==> src/rtl/glb_launcher_pkg.sv <==
// Shared types and constants for the GLB layer launcher.
// Latency: n/a (types and constants only).
// Backpressure: n/a.
package glb_launcher_pkg;

   // Launcher phases, visited in order once per layer
   typedef enum logic [1:0] {
      IDLE  = 2'd0,
      LOAD  = 2'd1,
      RUN   = 2'd2,
      DRAIN = 2'd3
   } launcher_state_e;

   // Bytes per GLB word: word index to byte address scale
   localparam int GLB_WORD_BYTES = 4;

   // All four byte lanes enabled
   localparam logic [3:0] GLB_FULL_MASK = 4'hF;

endpackage

==> src/rtl/glb_read_skid.sv <==
// Two-entry FIFO that catches GLB read data landing one cycle after issue.
// Latency: a pushed word is visible at head_o on the cycle after the push.
// Backpressure: push while full is dropped unless a pop happens in the same cycle.
module glb_read_skid #(
   parameter int W = 32
) (
   input  logic         clk,
   input  logic         rst,
   input  logic         push_i,
   input  logic [W-1:0] push_dat_i,
   input  logic         pop_i,
   output logic [W-1:0] head_o,
   output logic [1:0]   count_o,
   output logic         full_o,
   output logic         empty_o
);

   logic [W-1:0] mem_q [2];
   logic         wr_ptr_q;
   logic         rd_ptr_q;
   logic [1:0]   count_q;
   logic         pop_ok;
   logic         push_ok;

   assign empty_o = (count_q == 2'd0);
   assign full_o  = (count_q == 2'd2);
   assign count_o = count_q;
   assign head_o  = mem_q[rd_ptr_q];

   // A pop frees a slot in the same cycle, so push-while-full is fine alongside a pop
   assign pop_ok  = pop_i && !empty_o;
   assign push_ok = push_i && (!full_o || pop_ok);

   // Pointer and occupancy bookkeeping
   always_ff @(posedge clk or negedge rst) begin
      if (!rst) begin
         wr_ptr_q <= 1'b0;
         rd_ptr_q <= 1'b0;
         count_q  <= 2'd0;
      end else begin
         if (push_ok) wr_ptr_q <= ~wr_ptr_q;
         if (pop_ok)  rd_ptr_q <= ~rd_ptr_q;
         count_q <= count_q + 2'(push_ok) - 2'(pop_ok);
      end
   end

   // Data storage needs no reset: occupancy gates every read of it
   always_ff @(posedge clk) begin
      if (push_ok) mem_q[wr_ptr_q] <= push_dat_i;
   end

endmodule

==> src/rtl/glb_layer_launcher.sv <==
// Host-facing layer sequencer: load GLB, launch accelerator, drain opsums to host.
// Latency: load writes in the accept cycle; drain gives first word 2 cycles after DRAIN entry.
// Backpressure: in_ready only in LOAD; drain reads throttle so in-flight + buffered <= 2.
import glb_launcher_pkg::*;

module glb_layer_launcher #(
   parameter int DATA_SIZE = 32,
   parameter int ADDR_BITS = 32,
   parameter int LEN_BITS  = 16
) (
   input  logic                 clk,
   input  logic                 rst,
   input  logic                 cfg_valid,
   output logic                 cfg_ready,
   input  logic [ADDR_BITS-1:0] cfg_load_base,
   input  logic [LEN_BITS-1:0]  cfg_load_len,
   input  logic [ADDR_BITS-1:0] cfg_drain_base,
   input  logic [LEN_BITS-1:0]  cfg_drain_len,
   input  logic                 in_valid,
   output logic                 in_ready,
   input  logic [DATA_SIZE-1:0] in_data,
   output logic                 out_valid,
   input  logic                 out_ready,
   output logic [DATA_SIZE-1:0] out_data,
   output logic [3:0]           glb_we,
   output logic [ADDR_BITS-1:0] glb_w_addr,
   output logic [DATA_SIZE-1:0] glb_w_data,
   output logic [3:0]           glb_re,
   output logic [ADDR_BITS-1:0] glb_r_addr,
   input  logic [DATA_SIZE-1:0] glb_r_data,
   output logic                 glb_own,
   output logic                 start,
   input  logic                 done,
   output logic                 busy
);

   launcher_state_e      state_q;
   logic [ADDR_BITS-1:0] load_base_q;
   logic [LEN_BITS-1:0]  load_len_q;
   logic [ADDR_BITS-1:0] drain_base_q;
   logic [LEN_BITS-1:0]  drain_len_q;
   logic [LEN_BITS-1:0]  load_cnt_q;
   logic [LEN_BITS-1:0]  issue_cnt_q;
   logic [LEN_BITS-1:0]  pop_cnt_q;
   logic                 start_q;
   logic                 inflight_q;

   logic                 load_fire;
   logic                 load_last;
   logic                 issue_fire;
   logic                 pop_fire;
   logic                 pop_last;
   logic [2:0]           pending;
   logic [1:0]           skid_cnt;
   logic                 skid_full;
   logic                 skid_empty;
   logic [DATA_SIZE-1:0] skid_head;

   // Status and handshake decodes straight off the state register
   assign cfg_ready = (state_q == IDLE);
   assign busy      = (state_q != IDLE);
   assign in_ready  = (state_q == LOAD);
   assign glb_own   = (state_q != RUN);
   assign start     = start_q;

   // Load path: a host word is written to the GLB in the cycle it is accepted
   assign load_fire  = in_valid && in_ready;
   assign load_last  = (load_cnt_q == load_len_q - LEN_BITS'(1));
   assign glb_we     = load_fire ? GLB_FULL_MASK : 4'h0;
   assign glb_w_addr = load_base_q + ADDR_BITS'(load_cnt_q) * ADDR_BITS'(GLB_WORD_BYTES);
   assign glb_w_data = in_data;

   // Drain path: the skid head is the host-facing word
   assign out_valid = !skid_empty;
   assign out_data  = skid_head;
   assign pop_fire  = out_valid && out_ready;
   assign pop_last  = (pop_cnt_q == drain_len_q - LEN_BITS'(1));

   // Words already owed to the skid once this cycle's pop leaves; counting the
   // pop lets a new read issue against it, which keeps 1 word/cycle streaming
   assign pending = 3'(skid_cnt) + 3'(inflight_q) - 3'(pop_fire);

   assign issue_fire = (state_q == DRAIN) && (issue_cnt_q < drain_len_q) &&
                       (pending < 3'd2) && (!skid_full || pop_fire);
   assign glb_re     = issue_fire ? GLB_FULL_MASK : 4'h0;
   assign glb_r_addr = drain_base_q + ADDR_BITS'(issue_cnt_q) * ADDR_BITS'(GLB_WORD_BYTES);

   glb_read_skid #(
      .W(DATA_SIZE)
   ) u_skid (
      .clk       (clk),
      .rst       (rst),
      .push_i    (inflight_q),
      .push_dat_i(glb_r_data),
      .pop_i     (pop_fire),
      .head_o    (skid_head),
      .count_o   (skid_cnt),
      .full_o    (skid_full),
      .empty_o   (skid_empty)
   );

   // Layer sequencer: descriptor latch, word counters and the one-cycle start pulse
   always_ff @(posedge clk or negedge rst) begin
      if (!rst) begin
         state_q      <= IDLE;
         load_base_q  <= '0;
         load_len_q   <= '0;
         drain_base_q <= '0;
         drain_len_q  <= '0;
         load_cnt_q   <= '0;
         issue_cnt_q  <= '0;
         pop_cnt_q    <= '0;
         start_q      <= 1'b0;
         inflight_q   <= 1'b0;
      end else begin
         start_q    <= 1'b0;
         inflight_q <= issue_fire;
         case (state_q)
            IDLE: begin
               if (cfg_valid) begin
                  load_base_q  <= cfg_load_base;
                  load_len_q   <= cfg_load_len;
                  drain_base_q <= cfg_drain_base;
                  drain_len_q  <= cfg_drain_len;
                  load_cnt_q   <= '0;
                  issue_cnt_q  <= '0;
                  pop_cnt_q    <= '0;
                  if (cfg_load_len != '0) begin
                     state_q <= LOAD;
                  end else begin
                     state_q <= RUN;
                     start_q <= 1'b1;
                  end
               end
            end
            LOAD: begin
               if (load_fire) begin
                  load_cnt_q <= load_cnt_q + LEN_BITS'(1);
                  if (load_last) begin
                     state_q <= RUN;
                     start_q <= 1'b1;
                  end
               end
            end
            RUN: begin
               // done is honoured from the very first RUN cycle
               if (done) begin
                  state_q <= (drain_len_q == '0) ? IDLE : DRAIN;
               end
            end
            DRAIN: begin
               if (issue_fire) issue_cnt_q <= issue_cnt_q + LEN_BITS'(1);
               if (pop_fire) begin
                  pop_cnt_q <= pop_cnt_q + LEN_BITS'(1);
                  if (pop_last) state_q <= IDLE;
               end
            end
            default: state_q <= IDLE;
         endcase
      end
   end

endmodule

==> config.mk <==
export PLATFORM = sky130hd
export DESIGN_NAME = glb_layer_launcher
export DESIGN_NICKNAME = d
export VERILOG_FILES = /design/src/rtl/glb_launcher_pkg.sv /design/src/rtl/glb_read_skid.sv /design/src/rtl/glb_layer_launcher.sv
export SDC_FILE = /design/constraint.sdc
export NUM_CORES = 1
export LEC_CHECK = 0
export ABC_AREA = 1
export CAP_MARGIN = 20
export CORE_ASPECT_RATIO = 1.25
export CORE_UTILIZATION = 55
export CTS_CLUSTER_SIZE = 8
export DETAILED_ROUTE_END_ITERATION = 7
export PLACE_DENSITY = 0.87
export SLEW_MARGIN = 10
export SYNTH_ARGS = -nofsm -noshare
export SYNTH_HDL_FRONTEND = slang
export SYNTH_SLANG_ARGS = --single-unit
export TNS_END_PERCENT = 1
==> constraint.sdc <==
create_clock -name clk -period 6.4 [get_ports clk]
set_input_delay 0.64 -clock clk [delete_from_list [all_inputs] [get_ports clk]]
set_output_delay 0.64 -clock clk [all_outputs]
set_load 0.01 [all_outputs]
After elaboration in Yosys (flattened, before gate mapping)
Memory sizes are Yosys's and may differ from the RTL's.
Cells that the tools add are included.
- add/sub/neg operators: 11
- order comparisons: 2
- eq/ne operators: 14
- multiplexer cells: 25
- bitwise operators: 2
- reductions and logical operators: 23
- operator list (kind ; count):
    $pmux 16 s2 ; 3
    $add 32x18->32 ; 2
    $mux 16 ; 4
    $add 16x1->16 const B ; 3
    $eq 16x16->1 ; 2
    $sub 16x1->16 const B ; 2
    $logic_not 16->1 ; 1
    $lt 16x16->1 ; 1
    $mux 2 ; 8
    $reduce_bool 16->1 ; 1
    $ne 2x2->1 const B ; 6
    $reduce_and 3->1 ; 3
    $mux 4 ; 2
    $pmux 2 s4 ; 1
    $logic_and 1x1->1 ; 7
    $eq 2x2->1 const B ; 3
    $mux 1 ; 6
    $reduce_and 6->1 ; 1
    $reduce_bool 2->1 ; 3
    $logic_not 2->1 ; 2
    $ne 2x1->1 const B ; 2
    $add 2x1->3 ; 1
    $lt 3x2->1 const B ; 1
    $sub 3x1->3 ; 1
    other kinds (8) ; 11
- flip-flop bits (word level): 152
- bits in writable memories: 64
- input port bits: 166
- output and inout port bits: 142
- logic and storage cells: 91
- memories: 1
- memories (name ; words ; width ; read ports ; clocked after Yosys merged registers in ; wr ports ; RTL line ; RTL):
    u_skid.mem_q ; 2 ; 32 ; 1 ; 0 ; 1 ; glb_read_skid.sv:18 ; logic [W-1:0] mem_q [2];

Longest topological paths before layout
Gate-level depths: netlist (run 1).
- depth after elaboration: 9
- gate-level depth with buffers: 17
- depth with buffers taken out: 16

Cells and area by module
From an unflattened synthesis (run 1), not the netlist that was laid out.
- cell total of the unflattened synthesis: 1689
- area, all modules: 13247.7 µm²
- by module, submodules not included (module ; times used ; cells an instance ; area each (µm²) ; sequential area each (µm²)):
    glb_layer_launcher ; 1 ; 1484 ; 10585.2 ; 3703.6
    glb_read_skid ; 1 ; 205 ; 2662.6 ; 2021.9

Worst setup path before layout (run 1)
OpenSTA, ideal clock, no wires.
- path kind: input to output
- start point: input port out_ready
- end point: output port glb_re[0]
- data arrival time: 2653 ps
- data required time: 5760 ps
- slack: 3107 ps
- stages: 14
- path buffers: 3
- cell sequence: nand2_1 inv_2 ha_1 inv_1 nand2_1 fa_1 nand2_1 nor2_1 o2111ai_1 a21o_1 buf_2 clkbuf_1 inv_1 buf_4
- longest elaborated chain between the ends: 6
- elaborated cells on any way between the ends: 7
- classes of those cells: add/sub (1); order compare (1); mux (1); reduce/logical (4)
- ends and longest elaborated chain (element ; RTL line ; RTL):
    start: declaration ; glb_layer_launcher.sv:23 ; input logic out_ready,
    $logic_and 1x1->1 * ; glb_layer_launcher.sv:76 ; assign pop_fire = out_valid && out_ready;
    $sub 3x1->3 ; glb_layer_launcher.sv:81 ; assign pending = 3'(skid_cnt) + 3'(inflight_q) - 3'(pop_fire);
    $lt 3x2->1 ; glb_layer_launcher.sv:84 ; (pending < 3'd2) && (!skid_full || pop_fire);
    $logic_and 1x1->1 ; glb_layer_launcher.sv:83 ; assign issue_fire = (state_q == DRAIN) && (issue_cnt_q < drain_len_q) &&
    $logic_and 1x1->1 * ; glb_layer_launcher.sv:84 ;
    via issue_fire ; glb_layer_launcher.sv:50 ; logic issue_fire;
    $mux 4 * ; glb_layer_launcher.sv:85 ; assign glb_re = issue_fire ? GLB_FULL_MASK : 4'h0;
    end: declaration ; glb_layer_launcher.sv:28 ; output logic [3:0] glb_re,
The timed path passes the listed nets; every way through them passes the cells marked *.

Worst setup path after layout (run 1)
- start point: register issue_cnt_q[0]
- end point: output port glb_r_addr[30]
- longest elaborated chain between the ends: 1
- ends and longest elaborated chain (element ; RTL line ; RTL):
    start: declaration ; glb_layer_launcher.sv:43 ; logic [LEN_BITS-1:0] issue_cnt_q;
    start signal: assignment ; glb_layer_launcher.sv:152 ; if (issue_fire) issue_cnt_q <= issue_cnt_q + LEN_BITS'(1);
    $add 32x18->32 ; glb_layer_launcher.sv:86 ; assign glb_r_addr = drain_base_q + ADDR_BITS'(issue_cnt_q) * ADDR_BITS'(GLB_WORD_BYTES);
    end: declaration ; glb_layer_launcher.sv:29 ; output logic [ADDR_BITS-1:0] glb_r_addr,
No other way between the ends.

==> run_results.csv, run 1 <==
group,metric,value,unit
run_status,status,"finished, final reports clean",
global_routing,gr-total-overflow,0,
drt,wl_met2,17110,um
setup_path,worst_setup_path_end_kind,"output port",
final_layout,layout_commonest_cell,"nand2_1",
logic_synthesis,ys_async_sr_fraction,70.37,%
final_layout,multiInputGateArea,6389,um2
setup_path,arrival,3.81,ns
global_routing,grt_pass1_wl,55080,um
sta,fmax,0.2246,GHz
logic_synthesis,synth_nets,1890,
power_and_ir_drop,combPwrFrac,46.5,%
floorplanning,fp-row-count,62,
logic_synthesis,syn_area_per_cell,7.886,um2
power_and_ir_drop,pwr-share-clk,21.3,%
power_and_ir_drop,power,6618,uW
final_layout,area_delta_synth_final,24.33,%
final_layout,antennaDiodeCount,0,
floorplanning,io_pins,308,
global_routing,grt_pass1_vias,11730,
floorplanning,die_h,174.7,um
setup_path,worstPathRequired,5.76,ns
sta,setup_viol,0,
setup_path,crit_chain,"ha_1 > inv_1 > fa_1 > nand3b_1 > nand2_1 > a21oi_1 > o21ai_1 > nand3_1 > nand2_1 > nand2_1 > nor2_1 > nand3_1 > xor2_1 > clkdlybuf4s50_1",
clock_tree,insertion_delay,0.55,ns
setup_path,crit_buf_inv,2,
placed_design,io_buffers,243,
sta,fin_crit_sh,69.56,%
clock_tree,cts_setup_buffers,0,
clock_tree,clk_pin_slew,0.06,ns
sta,report.final.slew_viol_count,0,
power_and_ir_drop,p_per_area,405.4,nW/um2
logic_synthesis,synthFlopType,"dfrtp_1",
drt,routed_wl,33660,um
sta,hold_viol,0,
final_layout,fillerInstances,1759,
global_routing,grt_max_degree,113,
sta,relSlewSlack,31.14,%
drt,m1WireLength,13640,um
clock_tree,cts.sinks,216,
logic_synthesis,yosysUniqueCellTypes,51,
logic_synthesis,synth_cells,1665,
final_layout,final-seq-area,5725,um2
placed_design,post-dp-hpwl,24650,um
drt,drt_iter0_drc,663,
setup_path,worst-path-max-fanout,6,
power_and_ir_drop,p_sw_share,39.94,%
floorplanning,core,23190,um2
global_routing,track_usage,27.73,%
sta,tns,0,ns
clock_tree,root_buffer,"clkbuf_16",
drt,vias,11690,
flow_run,cap_violations,0,
logic_synthesis,synth_edf_count,64,
final_layout,nets,2091,
floorplanning,start_util,56.61,%
setup_path,max_stage_delay,0.56,ns
clock_tree,clock_path_buffers,3,
sta,fin_ws,1.948,ns
drt,drt.antenna.violating_nets,0,
final_layout,drive_gt1_share,4.373,%
final_layout,final_cell_mix,"563 x nand2_1, 242 x clkdlybuf4s50_1, 152 x dfrtp_1",
setup_path,setup.worst_path.class,"register to output port",
setup_path,cp_num_cells,14,
global_routing,antenna_found_initial,0,
setup_path,critPathTopFamily,"simple AND/OR/NAND/NOR gates",
placed_design,gp_congestion,0.9496,
power_and_ir_drop,ir_drop,242.3,uV
logic_synthesis,ys_warn_count,0,
floorplanning,dieArea,24500,um2
placed_design,dp_slack,2.133,ns
drt,detail_route.first_pass.iterations,5,
sta,finalCriticalPeriod,4.452,ns
drt,wl_per_cell,15.56,um
logic_synthesis,synth-seq-cells,216,
drt,dr_wl_met3,1893,um
min_path,hp-class,"primary input to asynchronous set/reset pin",
placed_design,dp.cells,2121,
clock_tree,cts.htree.levels,1,
clock_tree,cts-hold-fix-buffers,0,
setup_path,critPathSlowestCell,"clkdlybuf4s50_1",
clock_tree,cts_tree,"yes",
power_and_ir_drop,total_leakage_power,0.007537,uW
floorplanning,die_x,140.2,um
power_and_ir_drop,power.internal,3975,uW
drt,top_layer,"met4",
final_layout,instances_no_fill,2163,
power_and_ir_drop,p_switching,2643,uW
sta,tightest_slew,1.033,ns
setup_path,critPathLaunchType,"register",
final_layout,fin_util,70.38,%
setup_path,worst_path_most_repeated_cell,"nand2_1",
setup_path,worstRegToRegCells,15,
sta,grt_setup_unrepaired,"no",
power_and_ir_drop,power_frac_seq,32.2,%
drt,via_per_inst,5.403,
logic_synthesis,synth-seq-area-share,43.61,%
clock_tree,cts_buffers,30,
drt,remaining_drc_errors,0,
logic_synthesis,syn_area,13130,um2
sta,worst_clock_skew,0.01263,ns
clock_tree,post_cts_resize_count,0,
-- metrics by stage --
step / cell area [um2] / hold WS (ns)
2_1_floorplan: 13130 / 0.3444
3_3_place_gp: 15500 / 0.4655
3_5_place_dp: 15500 / 0.4720
4_1_cts: 16310 / 0.1941
5_1_grt: 16320 / 0.2279
6_report: 16320 / 0.1689
-- final timing paths --
path / start / end / slack [ns]
worst min register to register: load_base_q[16]$_DFFE_PN0P_ / load_base_q[16]$_DFFE_PN0P_ / 0.49
worst max-delay path: issue_cnt_q[0]$_DFFE_PN0P_ / glb_r_addr[30] / 1.95
worst min-delay path: rst / load_base_q[27]$_DFFE_PN0P_ / 0.17
worst max register to register: u_skid.count_o[1]$_DFF_PN0_ / issue_cnt_q[1]$_DFFE_PN0P_ / 3.15
max in group asynchronous: rst / load_len_q[13]$_DFFE_PN0P_ / 4.84
min in group clk: load_base_q[16]$_DFFE_PN0P_ / load_base_q[16]$_DFFE_PN0P_ / 0.49
-- worst reg2reg max path, stage by stage, from the launching register on --
cell and delay [ns]:
dfrtp_1 0.45, inv_2 0.09, nand2_1 0.06, nand2_1 0.14
inv_2 0.08, ha_1 0.28, inv_1 0.08, nand2_1 0.06
fa_1 0.37, xor2_1 0.15, nor2_1 0.05, o2111ai_1 0.10
a21o_1 0.46, nand2_1 0.48, nor2_1 0.21, nor2_1 0.06
-- registers in the layout, summed over array words and instances (netlist names), 2 cells and up --
name            count
u_skid.mem_q       64
drain_base_q       32
load_base_q        32
drain_len_q        16
issue_cnt_q        16
load_cnt_q         16
load_len_q         16
pop_cnt_q          16
state_q             2
u_skid.count_o      2
-- synthesized netlist by cell type (all sizes together), types with 3 or more instances --
master / number / area [um2]
dfrtp: 152 / 3804
nand4: 25 / 162.6
clkinv: 3 / 12.51
nor3b: 3 / 22.52
inv: 145 / 544.3
nor3: 33 / 180.2
nor4: 8 / 50.05
buf: 49 / 352.8
xnor2: 37 / 324.1
a21oi: 69 / 345.3
a21boi: 4 / 30.03
nand3: 72 / 392.9
nand2: 572 / 2190
nand3b: 14 / 105.1
o21ai: 98 / 490.5
ha: 56 / 700.7
fa: 3 / 60.06
a21o: 3 / 22.52
nor2: 141 / 594.3
clkbuf: 31 / 116.4
edfxtp: 64 / 1922
xor2: 66 / 578.1
-- power by group through the flow --
stage / logic, uW / clock network [uW] / registers (uW)
after global placement: 2950 / 0 / 2140
after detailed placement: 3040 / 0 / 2150
after global routing: 3430 / 1490 / 2170
after floorplan: 1930 / 0 / 2040
final: 3080 / 1410 / 2130
after CTS: 3060 / 1430 / 2140
-- cell families (layout without fill, tap and decap cells) --
family,after synthesis,count (layout),synth area share [%]
AO/OA/AOI/OAI,187,187,7.528
adder cells (fa/ha/maj),59,59,5.794
AND/OR/NAND/NOR,872,872,28.39
flip-flops,216,216,43.61
buffers and inverters,228,438,7.814
XOR/XNOR,103,103,6.871
-- cell type report --
| cell class | instances | area share (%) |
|---|---|---|
| clock buffers | 40 | 4.829 |
| clock inverters | 1 | 0.09964 |
| flip-flops and latches | 216 | 35.07 |
| multi-input cells | 1221 | 39.14 |
| inverters | 148 | 3.426 |
| repair buffers | 249 | 15.23 |
| well taps | 288 | 2.207 |
-- metal layers --
metal	global-route usage, %	vias up
met5	0	-
met4	10.35	0
met3	3.727	82
met2	51.31	373
met1	32.44	5484
li1	-	5748
No activity file was read; power rests on OpenSTA's default activity.
==> run 2: changes to the inputs <==
--- a/config.mk
+++ b/config.mk
@@ -8,10 +8,10 @@
 export ABC_AREA = 1
 export CAP_MARGIN = 20
 export CORE_ASPECT_RATIO = 1.25
-export CORE_UTILIZATION = 55
+export CORE_UTILIZATION = 51
 export CTS_CLUSTER_SIZE = 8
 export DETAILED_ROUTE_END_ITERATION = 7
-export PLACE_DENSITY = 0.87
+export PLACE_DENSITY = 0.81
 export SLEW_MARGIN = 10
 export SYNTH_ARGS = -nofsm -noshare
 export SYNTH_HDL_FRONTEND = slang
==> constraint.sdc (replaced) <==
create_clock -name clk -period 4.6 [get_ports clk]
set_input_delay 0.46 -clock clk [delete_from_list [all_inputs] [get_ports clk]]
set_output_delay 0.46 -clock clk [all_outputs]
set_load 0.01 [all_outputs]
==> run 2 against run 1 <==
- the flow now finishes with violations (hold timing)
- non-clock buffer count grew 3
- final cell count grew 2.3%
- worst hold slack lost 0.18 ns
- sequential power grew 38%
- register-to-register slack lost 1.6 ns
- sequential cell count is the same
- clock-buffer cell count shrank 1
- global-route usage shrank 1.8 points
- critical path depth is the same
- sequential share of layout area shrank 0.18 points
- critical path type unchanged
- highest routed layer unchanged
==> run_results.csv, run 2 (synthesis results as in run 1) <==
group,metric,value,unit
clock_tree,cts_buffers,30,
sta,fin_hold_ws,-0.01065,ns
final_layout,regMostFlops,"u_skid.mem_q",
drt,detail_route.first_pass.iterations,5,
drt,via_per_inst,5.262,
setup_path,crit_chain,"ha_1 > inv_1 > fa_1 > nand3b_1 > nand2_1 > a21oi_1 > o21ai_1 > nand3_1 > nand2_1 > nand2_1 > nor2_1 > nand3_1 > xor2_1 > clkdlybuf4s50_1",
power_and_ir_drop,p_switching,3668,uW
final_layout,antennaDiodeCount,0,
global_routing,gr-total-overflow,0,
power_and_ir_drop,ir_drop,475.2,uV
floorplanning,die_x,145.5,um
setup_path,critPathLaunchType,"register",
placed_design,io_buffers,243,
power_and_ir_drop,total_leakage_power,0.007551,uW
placed_design,placed_area,15610,um2
drt,drt_iter0_drc,601,
drt,routed_wl,33800,um
sta,finalCriticalPeriod,4.303,ns
sta,hold_viol,6,
sta,fin_crit_sh,93.55,%
min_path,hp-class,"primary input to asynchronous set/reset pin",
floorplanning,start_util,51.91,%
final_layout,fin_util,64.87,%
setup_path,worstPathRequired,4.14,ns
sta,fmax,0.2324,GHz
final_layout,final_cell_mix,"563 x nand2_1, 242 x clkdlybuf4s50_1, 152 x dfrtp_1",
sta,worst_clock_skew,0.006244,ns
floorplanning,io_pins,308,
sta,report.final.slew_viol_count,0,
sta,grt_setup_unrepaired,"no",
final_layout,largest_reg_flops,64,
clock_tree,cts_tree,"yes",
clock_tree,post_cts_resize_count,0,
power_and_ir_drop,pwr-share-clk,21.2,%
setup_path,worst-path-max-fanout,6,
final_layout,largestRegisters,"u_skid.mem_q x64, drain_base_q x32, load_base_q x32",
placed_design,post-dp-hpwl,24930,um
sta,tightest_slew,0.9755,ns
power_and_ir_drop,p_sw_share,39.88,%
floorplanning,dieArea,26400,um2
final_layout,layout_commonest_cell,"nand2_1",
clock_tree,cts.sinks,216,
setup_path,worstRegToRegCells,16,
run_status,status,"complete, but fails checks",
drt,remaining_drc_errors,0,
setup_path,max_stage_delay,0.56,ns
floorplanning,core,25290,um2
setup_path,critPathSlowestCell,"clkdlybuf4s50_1",
sta,setup_viol,0,
global_routing,grt_max_degree,88,
power_and_ir_drop,power.internal,5529,uW
final_layout,drive_gt1_share,4.529,%
power_and_ir_drop,power_frac_seq,32.0,%
setup_path,worst_setup_path_end_kind,"output port",
flow_run,cap_violations,0,
clock_tree,clk_pin_slew,0.05,ns
sta,tns,0,ns
run_status,violations,"hold timing",
clock_tree,insertion_delay,0.55,ns
setup_path,setup.worst_path.class,"register to output port",
final_layout,fin_area,16410,um2
drt,wl_per_cell,15.28,um
global_routing,antenna_found_initial,0,
clock_tree,cts-hold-fix-buffers,0,
clock_tree,clock_path_buffers,3,
setup_path,worst_path_most_repeated_cell,"nand2_1",
drt,drt.antenna.violating_nets,0,
placed_design,gp_congestion,0.9294,
clock_tree,cts_setup_buffers,0,
sta,relSlewSlack,34.57,%
global_routing,grt_pass1_vias,11820,
global_routing,grt_pass1_wl,56080,um
clock_tree,cts.htree.levels,1,
setup_path,arrival,3.84,ns
global_routing,track_usage,25.96,%
clock_tree,root_buffer,"clkbuf_16",
drt,vias,11640,
floorplanning,die_h,181.4,um
final_layout,nets,2094,
final_layout,area_delta_synth_final,24.96,%
power_and_ir_drop,combPwrFrac,46.8,%
power_and_ir_drop,p_per_area,560.6,nW/um2
floorplanning,fp-row-count,65,
==> run 2: power by group through the flow <==
stage,Combinational (uW),Sequential [uW],Clock (uW)
3_5_place_dp,4300,2950,0
6_report,4310,2940,1950
3_3_place_gp,4200,2930,0
2_1_floorplan,2680,2840,0
4_1_cts,4340,2930,1990
5_1_grt,4800,3010,2080
==> run 2: critical path: cells and delay by family, from the launching register on <==
kind	cells	cell delay, ns
adder cells (fa/ha/maj)	2	0.60
buffers and inverters	2	0.62
AND/OR/NAND/NOR	7	1.04
XOR/XNOR	1	0.16
AO/OA/AOI/OAI	2	0.45
flip-flops	1	0.44
==> run 2: per-layer routing <==
metal / GRT usage (%) / vias to the layer above / routed length [um]
met5: 0 / - / 0
li1: - / 5747 / -
met2: 47.46 / 353 / 17310
met1: 30.16 / 5445 / 13440
met4: 11.92 / 0 / 1307
met3: 3.342 / 94 / 1738
==> run 2: path summary, 6_finish.rpt <==
| check | from | to | slack, ns |
|---|---|---|---|
| setup / recovery | issue_cnt_q[0]$_DFFE_PN0P_ | glb_r_addr[30] | 0.30 |
| hold / removal | rst | drain_base_q[0]$_DFFE_PN0P_ | -0.01 |
| setup reg to reg | u_skid.count_o[1]$_DFF_PN0_ | issue_cnt_q[6]$_DFFE_PN0P_ | 1.53 |
| hold reg to reg | drain_base_q[0]$_DFFE_PN0P_ | drain_base_q[0]$_DFFE_PN0P_ | 0.48 |
| max in group asynchronous | rst | start$_DFF_PN0_ | 3.57 |
| min in group clk | cfg_drain_base[9] | drain_base_q[9]$_DFFE_PN0P_ | 0.45 |
==> run 2: metrics by stage <==
stage / worst slack (ns) / total power [uW] / hold WS, ns / cells
final: 0.2967 / 9198 / -0.01065 / 2212
after global routing: 0.09859 / 9887 / 0.04289 / 2212
after CTS: 0.3045 / 9265 / 0.01759 / 2212
after detailed placement: 0.7875 / 7252 / 0.4691 / 2172
after global placement: 0.8352 / 7134 / 0.4666 / 2172
after floorplan: 1.523 / 5521 / 0.1644 / 1665
==> run 2: cell type report <==
| type | instances | area (um2) |
|---|---|---|
| well taps | 335 | 419.2 |
| repair buffers | 252 | 2514 |
| fillers | 2100 | 8886 |
| clock inverters | 1 | 16.27 |
| flip-flops and latches | 216 | 5725 |
| clock buffers | 39 | 784.5 |
| inverters | 148 | 559.3 |
| multi-input cells | 1221 | 6389 |
